File: config.mk
export PLATFORM = sky130hd
export DESIGN_NAME = sq_period_meter
export DESIGN_NICKNAME = d
export VERILOG_FILES = /design/src/rtl/sq_meter_pkg.sv /design/src/rtl/sq_edge_sync.sv /design/src/rtl/sq_period_meter.sv
export SDC_FILE = /design/constraint.sdc
export NUM_CORES = 1
export LEC_CHECK = 0
export ABC_AREA = 1
export CELL_PAD_IN_SITES_DETAIL_PLACEMENT = 1
export CELL_PAD_IN_SITES_GLOBAL_PLACEMENT = 1
export CORE_MARGIN = 2
export CORE_UTILIZATION = 35
export CTS_BUF_LIST = sky130_fd_sc_hd__clkbuf_4
export DETAILED_ROUTE_END_ITERATION = 10
export GPL_ROUTABILITY_DRIVEN = 0
export PLACE_DENSITY = 0.72
export SYNTH_ARGS = -nofsm -noshare
export SYNTH_HDL_FRONTEND = slang
export SYNTH_HIERARCHICAL = 1
export SYNTH_SLANG_ARGS = --single-unit
File: constraint.sdc
create_clock -name clk -period 2 [get_ports clk]
set_input_delay 0.3 -clock clk [delete_from_list [all_inputs] [get_ports clk]]
set_output_delay 0.3 -clock clk [all_outputs]
set_load 0.05 [all_outputs]
File: src/rtl/sq_meter_pkg.sv
// sq_meter_pkg: shared constants, state encoding and a tolerance helper for
// the square-wave period meter.
package sq_meter_pkg;

  localparam int unsigned EXP_HALF_DEF = 25;
  localparam int unsigned TOL_DEF      = 1;
  localparam int unsigned LOCK_N_DEF   = 4;
  localparam int unsigned TIMEOUT_DEF  = 1024;

  typedef enum logic [1:0] {
    WAIT  = 2'd0,
    ARMED = 2'd1,
    RUN   = 2'd2
  } state_e;

  // |v - exp_v| <= tol, evaluated in 34 bits so neither side can wrap.
  function automatic logic in_tol(input logic [31:0] v,
                                  input int unsigned exp_v,
                                  input int unsigned tol);
    logic [33:0] vv, ev, tv;
    vv = {2'b00, v};
    ev = {2'b00, exp_v};
    tv = {2'b00, tol};
    return (vv + tv >= ev) && (vv <= ev + tv);
  endfunction

endpackage

File: src/rtl/sq_edge_sync.sv
// sq_edge_sync: brings an asynchronous level into the clk domain through two
// flops, then a delay flop for edge detection.
//   clk, rst  : clock, async active-high reset (all flops clear to 0)
//   async_in  : asynchronous input level
//   edge_det  : synchronized level changed this cycle
//   rise/fall : direction of that change
module sq_edge_sync (
  input  logic clk,
  input  logic rst,
  input  logic async_in,
  output logic edge_det,
  output logic rise,
  output logic fall
);

  logic s1, s2, d;

  always_ff @(posedge clk or posedge rst) begin
    if (rst) begin
      s1 <= 1'b0;
      s2 <= 1'b0;
      d  <= 1'b0;
    end else begin
      s1 <= async_in;
      s2 <= s1;
      d  <= s2;
    end
  end

  assign edge_det = s2 ^ d;
  assign rise     = s2 & ~d;
  assign fall     = ~s2 & d;

endmodule

File: src/rtl/sq_period_meter.sv
// sq_period_meter: measures high time, low time and period of an asynchronous
// square wave in clk cycles, declares lock after LOCK_N consecutive periods
// within TOL of EXP_HALF per phase, and flags loss of signal after TIMEOUT
// cycles without an edge.
//   clk, rst   : clock, async active-high reset
//   sq_in      : square wave, asynchronous to clk
//   hi_cnt     : last complete high-phase length
//   lo_cnt     : last complete low-phase length
//   period     : hi_cnt + lo_cnt of the last full period (one extra bit)
//   meas_valid : one-cycle pulse when lo_cnt/period update as a full set
//   locked     : LOCK_N consecutive in-tolerance periods seen
//   no_signal  : no edge for TIMEOUT cycles, or none since reset
import sq_meter_pkg::*;

module sq_period_meter #(
  parameter int unsigned CNT_W    = 16,
  parameter int unsigned EXP_HALF = EXP_HALF_DEF,
  parameter int unsigned TOL      = TOL_DEF,
  parameter int unsigned LOCK_N   = LOCK_N_DEF,
  parameter int unsigned TIMEOUT  = TIMEOUT_DEF
) (
  input  logic             clk,
  input  logic             rst,
  input  logic             sq_in,
  output logic [CNT_W-1:0] hi_cnt,
  output logic [CNT_W-1:0] lo_cnt,
  output logic [CNT_W:0]   period,
  output logic             meas_valid,
  output logic             locked,
  output logic             no_signal
);

  localparam int unsigned MC_W = $clog2(LOCK_N + 1);

  logic             edge_det, rise, fall;
  logic [CNT_W-1:0] run_cnt;
  logic [MC_W-1:0]  match_cnt;
  logic             hi_ok;
  logic             tmo;
  logic             match;
  state_e           state, state_nxt;

  sq_edge_sync u_sync (
    .clk      (clk),
    .rst      (rst),
    .async_in (sq_in),
    .edge_det (edge_det),
    .rise     (rise),
    .fall     (fall)
  );

  // Length of the phase in progress; at an edge it holds the length of the
  // phase that just ended.
  always_ff @(posedge clk or posedge rst) begin
    if (rst)                 run_cnt <= '0;
    else if (edge_det)       run_cnt <= CNT_W'(1);
    else if (run_cnt != '1)  run_cnt <= run_cnt + 1'b1;
  end

  // An edge landing on the timeout cycle takes priority.
  assign tmo   = (state != WAIT) && !edge_det && (run_cnt == CNT_W'(TIMEOUT));
  // At a rise, hi_cnt holds the high phase and run_cnt the low phase.
  assign match = in_tol(32'(hi_cnt), EXP_HALF, TOL) &&
                 in_tol(32'(run_cnt), EXP_HALF, TOL);

  always_ff @(posedge clk or posedge rst) begin
    if (rst) state <= WAIT;
    else     state <= state_nxt;
  end

  always_comb begin
    state_nxt = state;
    case (state)
      WAIT:       if (edge_det) state_nxt = ARMED;
      ARMED, RUN: begin
        if (tmo)           state_nxt = WAIT;
        else if (edge_det) state_nxt = RUN;
      end
      default:    state_nxt = WAIT;
    endcase
  end

  always_ff @(posedge clk or posedge rst) begin
    if (rst) begin
      hi_cnt     <= '0;
      lo_cnt     <= '0;
      period     <= '0;
      meas_valid <= 1'b0;
      locked     <= 1'b0;
      no_signal  <= 1'b1;
      match_cnt  <= '0;
      hi_ok      <= 1'b0;
    end else begin
      meas_valid <= 1'b0;
      if (tmo) begin
        // Measurements hold their last values; only status is dropped.
        no_signal <= 1'b1;
        locked    <= 1'b0;
        match_cnt <= '0;
        hi_ok     <= 1'b0;
      end else if (state == WAIT) begin
        // First edge only re-arms; the partial phase before it is discarded.
        if (edge_det) no_signal <= 1'b0;
      end else begin
        if (fall) begin
          hi_cnt <= run_cnt;
          hi_ok  <= 1'b1;
        end
        if (rise) begin
          lo_cnt <= run_cnt;
          // A period is only complete once a high phase has been captured.
          if (hi_ok) begin
            period     <= {1'b0, hi_cnt} + {1'b0, run_cnt};
            meas_valid <= 1'b1;
            if (match) begin
              if (match_cnt < MC_W'(LOCK_N)) match_cnt <= match_cnt + 1'b1;
              locked <= (match_cnt >= MC_W'(LOCK_N - 1));
            end else begin
              match_cnt <= '0;
              locked    <= 1'b0;
            end
          end
        end
      end
    end
  end

endmodule

Word level (Yosys, flattened, before mapping)
Cells that the tools add are included.
- divide/modulo/power cells: 0
- magnitude comparators: 6
- multipliers: 0
- reductions and logical operators: 23
- mux-type cells: 27
- equality and inequality tests: 8
- bitwise operators: 7
- shift-type cells: 0
- add/subtract/negate cells: 5
- operators by type and width (kind ; number):
    16-bit by 1-bit adder with 17-bit output, second input constant ; 2
    17-bit by 5-bit greater-or-equal comparator with 1-bit output, second input constant ; 2
    16-bit by 5-bit <= comparator with 1-bit output, second input constant ; 2
    16-bit two-way mux ; 2
    3-bit two-way mux ; 6
    16-bit by 16-bit adder with 17-bit output ; 1
    16-bit by 1-bit adder with 16-bit output, second input constant ; 1
    16-bit by 11-bit == test with 1-bit output, second input constant ; 1
    16-bit inequality test, second input constant ; 1
    1-bit two-way mux ; 15
    2-bit nonzero test ; 7
    3-bit AND reduction ; 3
    4-bit AND reduction ; 2
    2-bit two-way mux ; 3
    2-bit AND reduction ; 3
    1-bit logical AND ; 5
    2-bit inequality test, second input constant ; 2
    1-bit NOT ; 4
    2-bit case mux with 2 select lines ; 1
    3-bit by 1-bit adder with 3-bit output, second input constant ; 1
    3-bit by 2-bit greater-or-equal comparator with 1-bit output, second input constant ; 1
    3-bit < comparator, second input constant ; 1
    3-bit by 2-bit inequality test with 1-bit output, second input constant ; 1
    3-bit inequality test, second input constant ; 1
    7 further kinds ; 8
- memory bits (read-only): 0
- input bits: 3
- output and inout bits: 52
- logic and storage cells: 89
- flip-flop bits (word level): 77
- RAM bits: 0
- memories kept: 0
- latch bits: 0

Depth between registers and ports, before layout
- depth in word-level cells: 9
- mapped depth: 15
- gate-level depth less buffers: 15

By module
The synthesis kept the hierarchy.
- by module, submodules not included (module ; sequential area each (um^2) ; instances ; area an instance (um^2) ; cells an instance):
    sq_period_meter ; 1853.0 ; 1 ; 4635.7 ; 611
    sq_edge_sync ; 75.1 ; 1 ; 115.1 ; 9

Worst setup path before layout
OpenSTA, ideal clock, no wires.
- path kind: register to register
- from: reg hi_cnt[0]
- to: reg period[8]
- arrival time: 2.345 ns
- setup time: 0.125 ns
- period minus slack after synthesis: 2.470 ns
- cell stages (with the launch flop): 10
- slack: -0.470 ns
- path buffers: 0
- required time: 1.875 ns
- path through: dfrtp_1 -> ha_1 -> inv_1 -> fa_1 -> nand3b_1 -> nand2_1 -> a21boi_0 -> o21ai_0 -> xor2_1 -> mux2_2
- word-level cells in the longest chain between the ends: 1
- ends and longest elaborated chain (element ; line ; text):
    start: declaration ; sq_period_meter.sv:25 ; output logic [CNT_W-1:0] hi_cnt,
    start signal: assignment ; sq_period_meter.sv:106 ; hi_cnt <= run_cnt;
    16-bit by 16-bit adder with 17-bit output ; sq_period_meter.sv:113 ; period <= {1'b0, hi_cnt} + {1'b0, run_cnt};
    end signal: assignment ; sq_period_meter.sv:113 ;
    end: declaration ; sq_period_meter.sv:27 ; output logic [CNT_W:0] period,
No other way between the ends.
A chain may end at the register's enable or synchronous reset.

Final worst setup path
- from: reg hi_cnt[0]
- to: reg period[16]
The elaborated chain is that of the path after synthesis.

==> summary.md <==
Data arrives at the worst endpoint at 2510 ps. The net total in the final layout came out at 777. The initial antenna violation count was 0; the count of maximum capacitance violations was 0. The simple-gate share of the synthesized area came out at 29.00%. The tools report the count of pins on the block boundary as 55.

Summing the areas of all fa, ha and maj instances in the mapped netlist gives 7.796% of the synthesized area. Share of the synthesized area in the top cell type: 40.03%. The signal on the critical path passes through buf_6, ha_4, inv_2, fa_2, nand3b_1, nand2_2, nand3_2, nand3_2, nand2_2, nand3_2, a21oi_2, o21a_1, nor2_1. For the number of clock sinks seen by CTS, the log shows 77. Counting distinct cell types in the post-synthesis netlist gives 40. The first global-routing pass estimated 24.58 mm of wire. For the area of the placeable core, the log shows 13240 um2.

The synthesized net count is 652, and the signed area change from the synthesized netlist to the final layout is 38.40%. By count the netlist is led by sky130_fd_sc_hd__nand2_1, sky130_fd_sc_hd__dfrtp_1, sky130_fd_sc_hd__inv_1, sky130_fd_sc_hd__o21ai_0, sky130_fd_sc_hd__nor2_1. Setup violations remaining at the end of the flow were counted as 4. After detailed routing, the number of remaining DRC violations is 0.

The logs give -97.88 ps for the final worst slack and 408.8 uV for the worst IR drop on VDD. The floorplan step defined a die boundary enclosing 14520 um2. For the number of failing hold endpoints at the final stage, the log shows 0. The synthesized netlist occupies a cell area of 4751 um2.

Summing the areas of all xor and xnor instances in the mapped netlist gives 3.134% of the synthesized area. The multi-input combinational cells in the finished layout cover a total of 2759 um2. The main flop type after synthesis is sky130_fd_sc_hd__dfrtp_1. Fraction of the cycle the final worst path needs: 104.9%.

The tools report the first-pass iteration count of the detailed router as 4. The ratio of cells with drive above 1 in the final layout works out to 28.53%. The path category of the worst min-delay check was in -> async.

Counting the fill cells in the layout gives 1634. The post-CTS clock slew at the launch and capture registers of the worst setup and hold paths was 130 ps. For this run, the number of Yosys warnings is 6. The run gives 1949 um2 as the register cell area after layout. For the row count, the log shows 42.

The run finished, with violations left. The worst setup path is launched from a flop. Counting flops with a built-in enable in the synthesized netlist gives 0.

The H-tree was split into 3 levels. The largest area contributor in the synthesized netlist was sky130_fd_sc_hd__dfrtp_1. The logs give 15.91 mm for the sum of routed wire length over all layers and 0 for the count of nets left with antenna violations after detail routing. The number of CTS-inserted buffers was 9. At the pin with the least slew margin, the transition time is 507.3 ps. Dividing the detail-routed via count by the number of cells gives 5.109. The slowest cell on the critical path was sky130_fd_sc_hd__dfrtp_2. The number of instances in the synthesized netlist is 620. The average wire per cell in the routed design works out to 17.18 um. The checks that failed: negative setup slack. Summing the areas of all compound-gate instances in the mapped netlist gives 11.38% of the synthesized area.

The count of routing violations after the opening detailed-route iteration came out at 193. The proportion of register bits with asynchronous set or reset after synthesis works out to 100.0%. TritonCTS built the clock tree.

The tools report the clock root buffer master as sky130_fd_sc_hd__clkbuf_4. The run gives 476.7 MHz as the top achievable clock speed. The post-synthesis mux area share works out to 0.2370%. For this run, the slowest stage of the critical path takes 430 ps.

In the post-synthesis netlist, the biggest area contributors are sky130_fd_sc_hd__dfrtp_1, sky130_fd_sc_hd__nand2_1, sky130_fd_sc_hd__ha_1, sky130_fd_sc_hd__o21ai_0, sky130_fd_sc_hd__inv_1. Once detailed placement completed, the half-perimeter wirelength came to 11.81 mm. The die width came out at 120.5 um.

The starting density of the core came out at 35.87%. The library cell with the highest instance count after synthesis is sky130_fd_sc_hd__nand2_1. Clock skew on the completed layout was measured at 14.02 ps. In this run the power density over the cells is 801.8 nW/um2. At the placement stage, the worst setup path has a slack of -44.30 ps. For this run, the total global-route usage over all layers was measured as 21.55%. The remaining global-route overflow came out at 0. The y dimension of the die works out to 120.5 um. In this design, the critical path's most frequently occurring cell is sky130_fd_sc_hd__nand3_2.

The count of buffers added on input and output ports is 54. For the total number of vias, the log shows 4731. The utilization of the core after routing came out at 49.65%. Setup repair after global routing could not meet its margin everywhere. The tools report the element type at the critical path end as a flop. In this run the static leakage power is 3.380 nW. The run gives 480 ps as the clock latency reported for the late side of the worst-skew pair.

Number of cells on the worst reg-to-reg path: 13. Combinational family with the most area after synthesis: simple AND/OR/NAND/NOR gates. The total inserted antenna cells is 0, and the flop and latch count out of synthesis is 77. The type of the setup path with the least slack was reg -> reg. Of the synthesized area, sequential elements account for 40.58%. The via count of the first global-routing pass is 4913, and the required time of the worst setup path is 2420 ps. In this run the mean area of a mapped cell was 7.663 um2. The remaining max-slew budget at the tightest pin was 66.12%; the peak fanout along the critical path was 4. The final-report max-slew violation count was 0; the clock period minus final worst setup slack was 2098 ps. The largest buffer count on any clock path was 2. Largest net degree at the start of global routing: 33.
through the flow:
step | instances | setup TNS, ps | power [mW] | area [um2] | hold WS, ps
finish | 926 | -315.6 | 5.272 | 6575 | 68.24
global route | 926 | -1373 | 5.607 | 6575 | 72.70
CTS | 907 | 0 | 4.941 | 6053 | 62.51
detailed placement | 889 | -221.1 | 4.043 | 5906 | 337.8
global placement | 889 | 0 | 3.953 | 5906 | 336.7
floorplan | 620 | -132.2 | 3.224 | 4798 | 53.64
cell usage in the layout (no fill, tap or decap), drive strengths merged, types with 4 or more instances in the layout:
cell type      Yosys  final
dfrtp             76     76
nor2              58     58
a31oi              9      9
clkbuf             4     13
xnor2              5      5
nand3b             5      5
ha                28     28
dlymetal6s2s       0     12
inv               77     75
clkinv             1      6
a21boi             4      4
xor2              12     12
clkdlybuf4s50      0     25
dlygate4sd2        0     11
nand2            176    176
buf               11     78
nor3               4      4
a21oi             19     19
o21ai             61     61
nand4             20     20
nand3             37     37
worst paths after layout:
kind                         endpoint  slack, ps      start
min                          u_sync/d         70        rst
max reg2reg                period[16]       -100  hi_cnt[0]
min reg2reg                 u_sync/s2        360  u_sync/s1
min in group clk            u_sync/s1        260      sq_in
max in group asynchronous   hi_cnt[8]       1280        rst
max                        period[16]       -100  hi_cnt[0]
worst max-delay path, delay by kind of cell, from the launching register on:
family / cells / cell delay [ps]
AND/OR/NAND/NOR: 7 / 720
adder cells (fa/ha/maj): 2 / 490
AO/OA/AOI/OAI: 2 / 230
buffers and inverters: 2 / 150
flip-flops: 1 / 430
power by group:
part / internal [mW] / switching (mW)
sequential: 1.77 / 0.151
clock: 0.256 / 0.591
combinational: 0.999 / 1.51
total: 3.02 / 2.25
logic make-up after synthesis:
family                     count (synthesis)
and+or+nand+nor                          304
AOI/OAI and AO/OA                         99
buffers and inverters                     93
DFF                                       77
adders and majority gates                 29
xor gates and xnor gates                  17
muxes                                      1
metal layers:
metal	track usage, %	vias up	part of all wire (%)
met2	36.41	92	51
met5	0	-	0
li1	-	2270	-
met1	28.78	2355	44
met4	6.541	0	1.4
met3	2.877	14	3.5
state kept, by name, indices dropped and copies added (netlist names), 2 cells and up:
register,cells
period,17
hi_cnt,16
state,2
lo_cnt,16
match_cnt,3
run_cnt,16
final cells by class:
| class | count | share of cell area (%) |
|---|---|---|
| clock inverters | 6 | 0.4757 |
| well taps | 176 | 3.349 |
| multi-input cells | 450 | 41.96 |
| inverters | 78 | 4.605 |
| repair buffers | 129 | 18.82 |
| flip-flops and latches | 77 | 29.65 |
| clock buffers | 10 | 1.142 |
timing repair:
action | CTS | global route
pin swaps | 4 | 26
setup buffers | 2 | 15
hold buffers | 0 | 0
setup endpoints to repair | 36 | 66
resized for setup | 28 | 91
cloned | 0 | 4
Note: power is estimated with default switching activity, not from simulation.
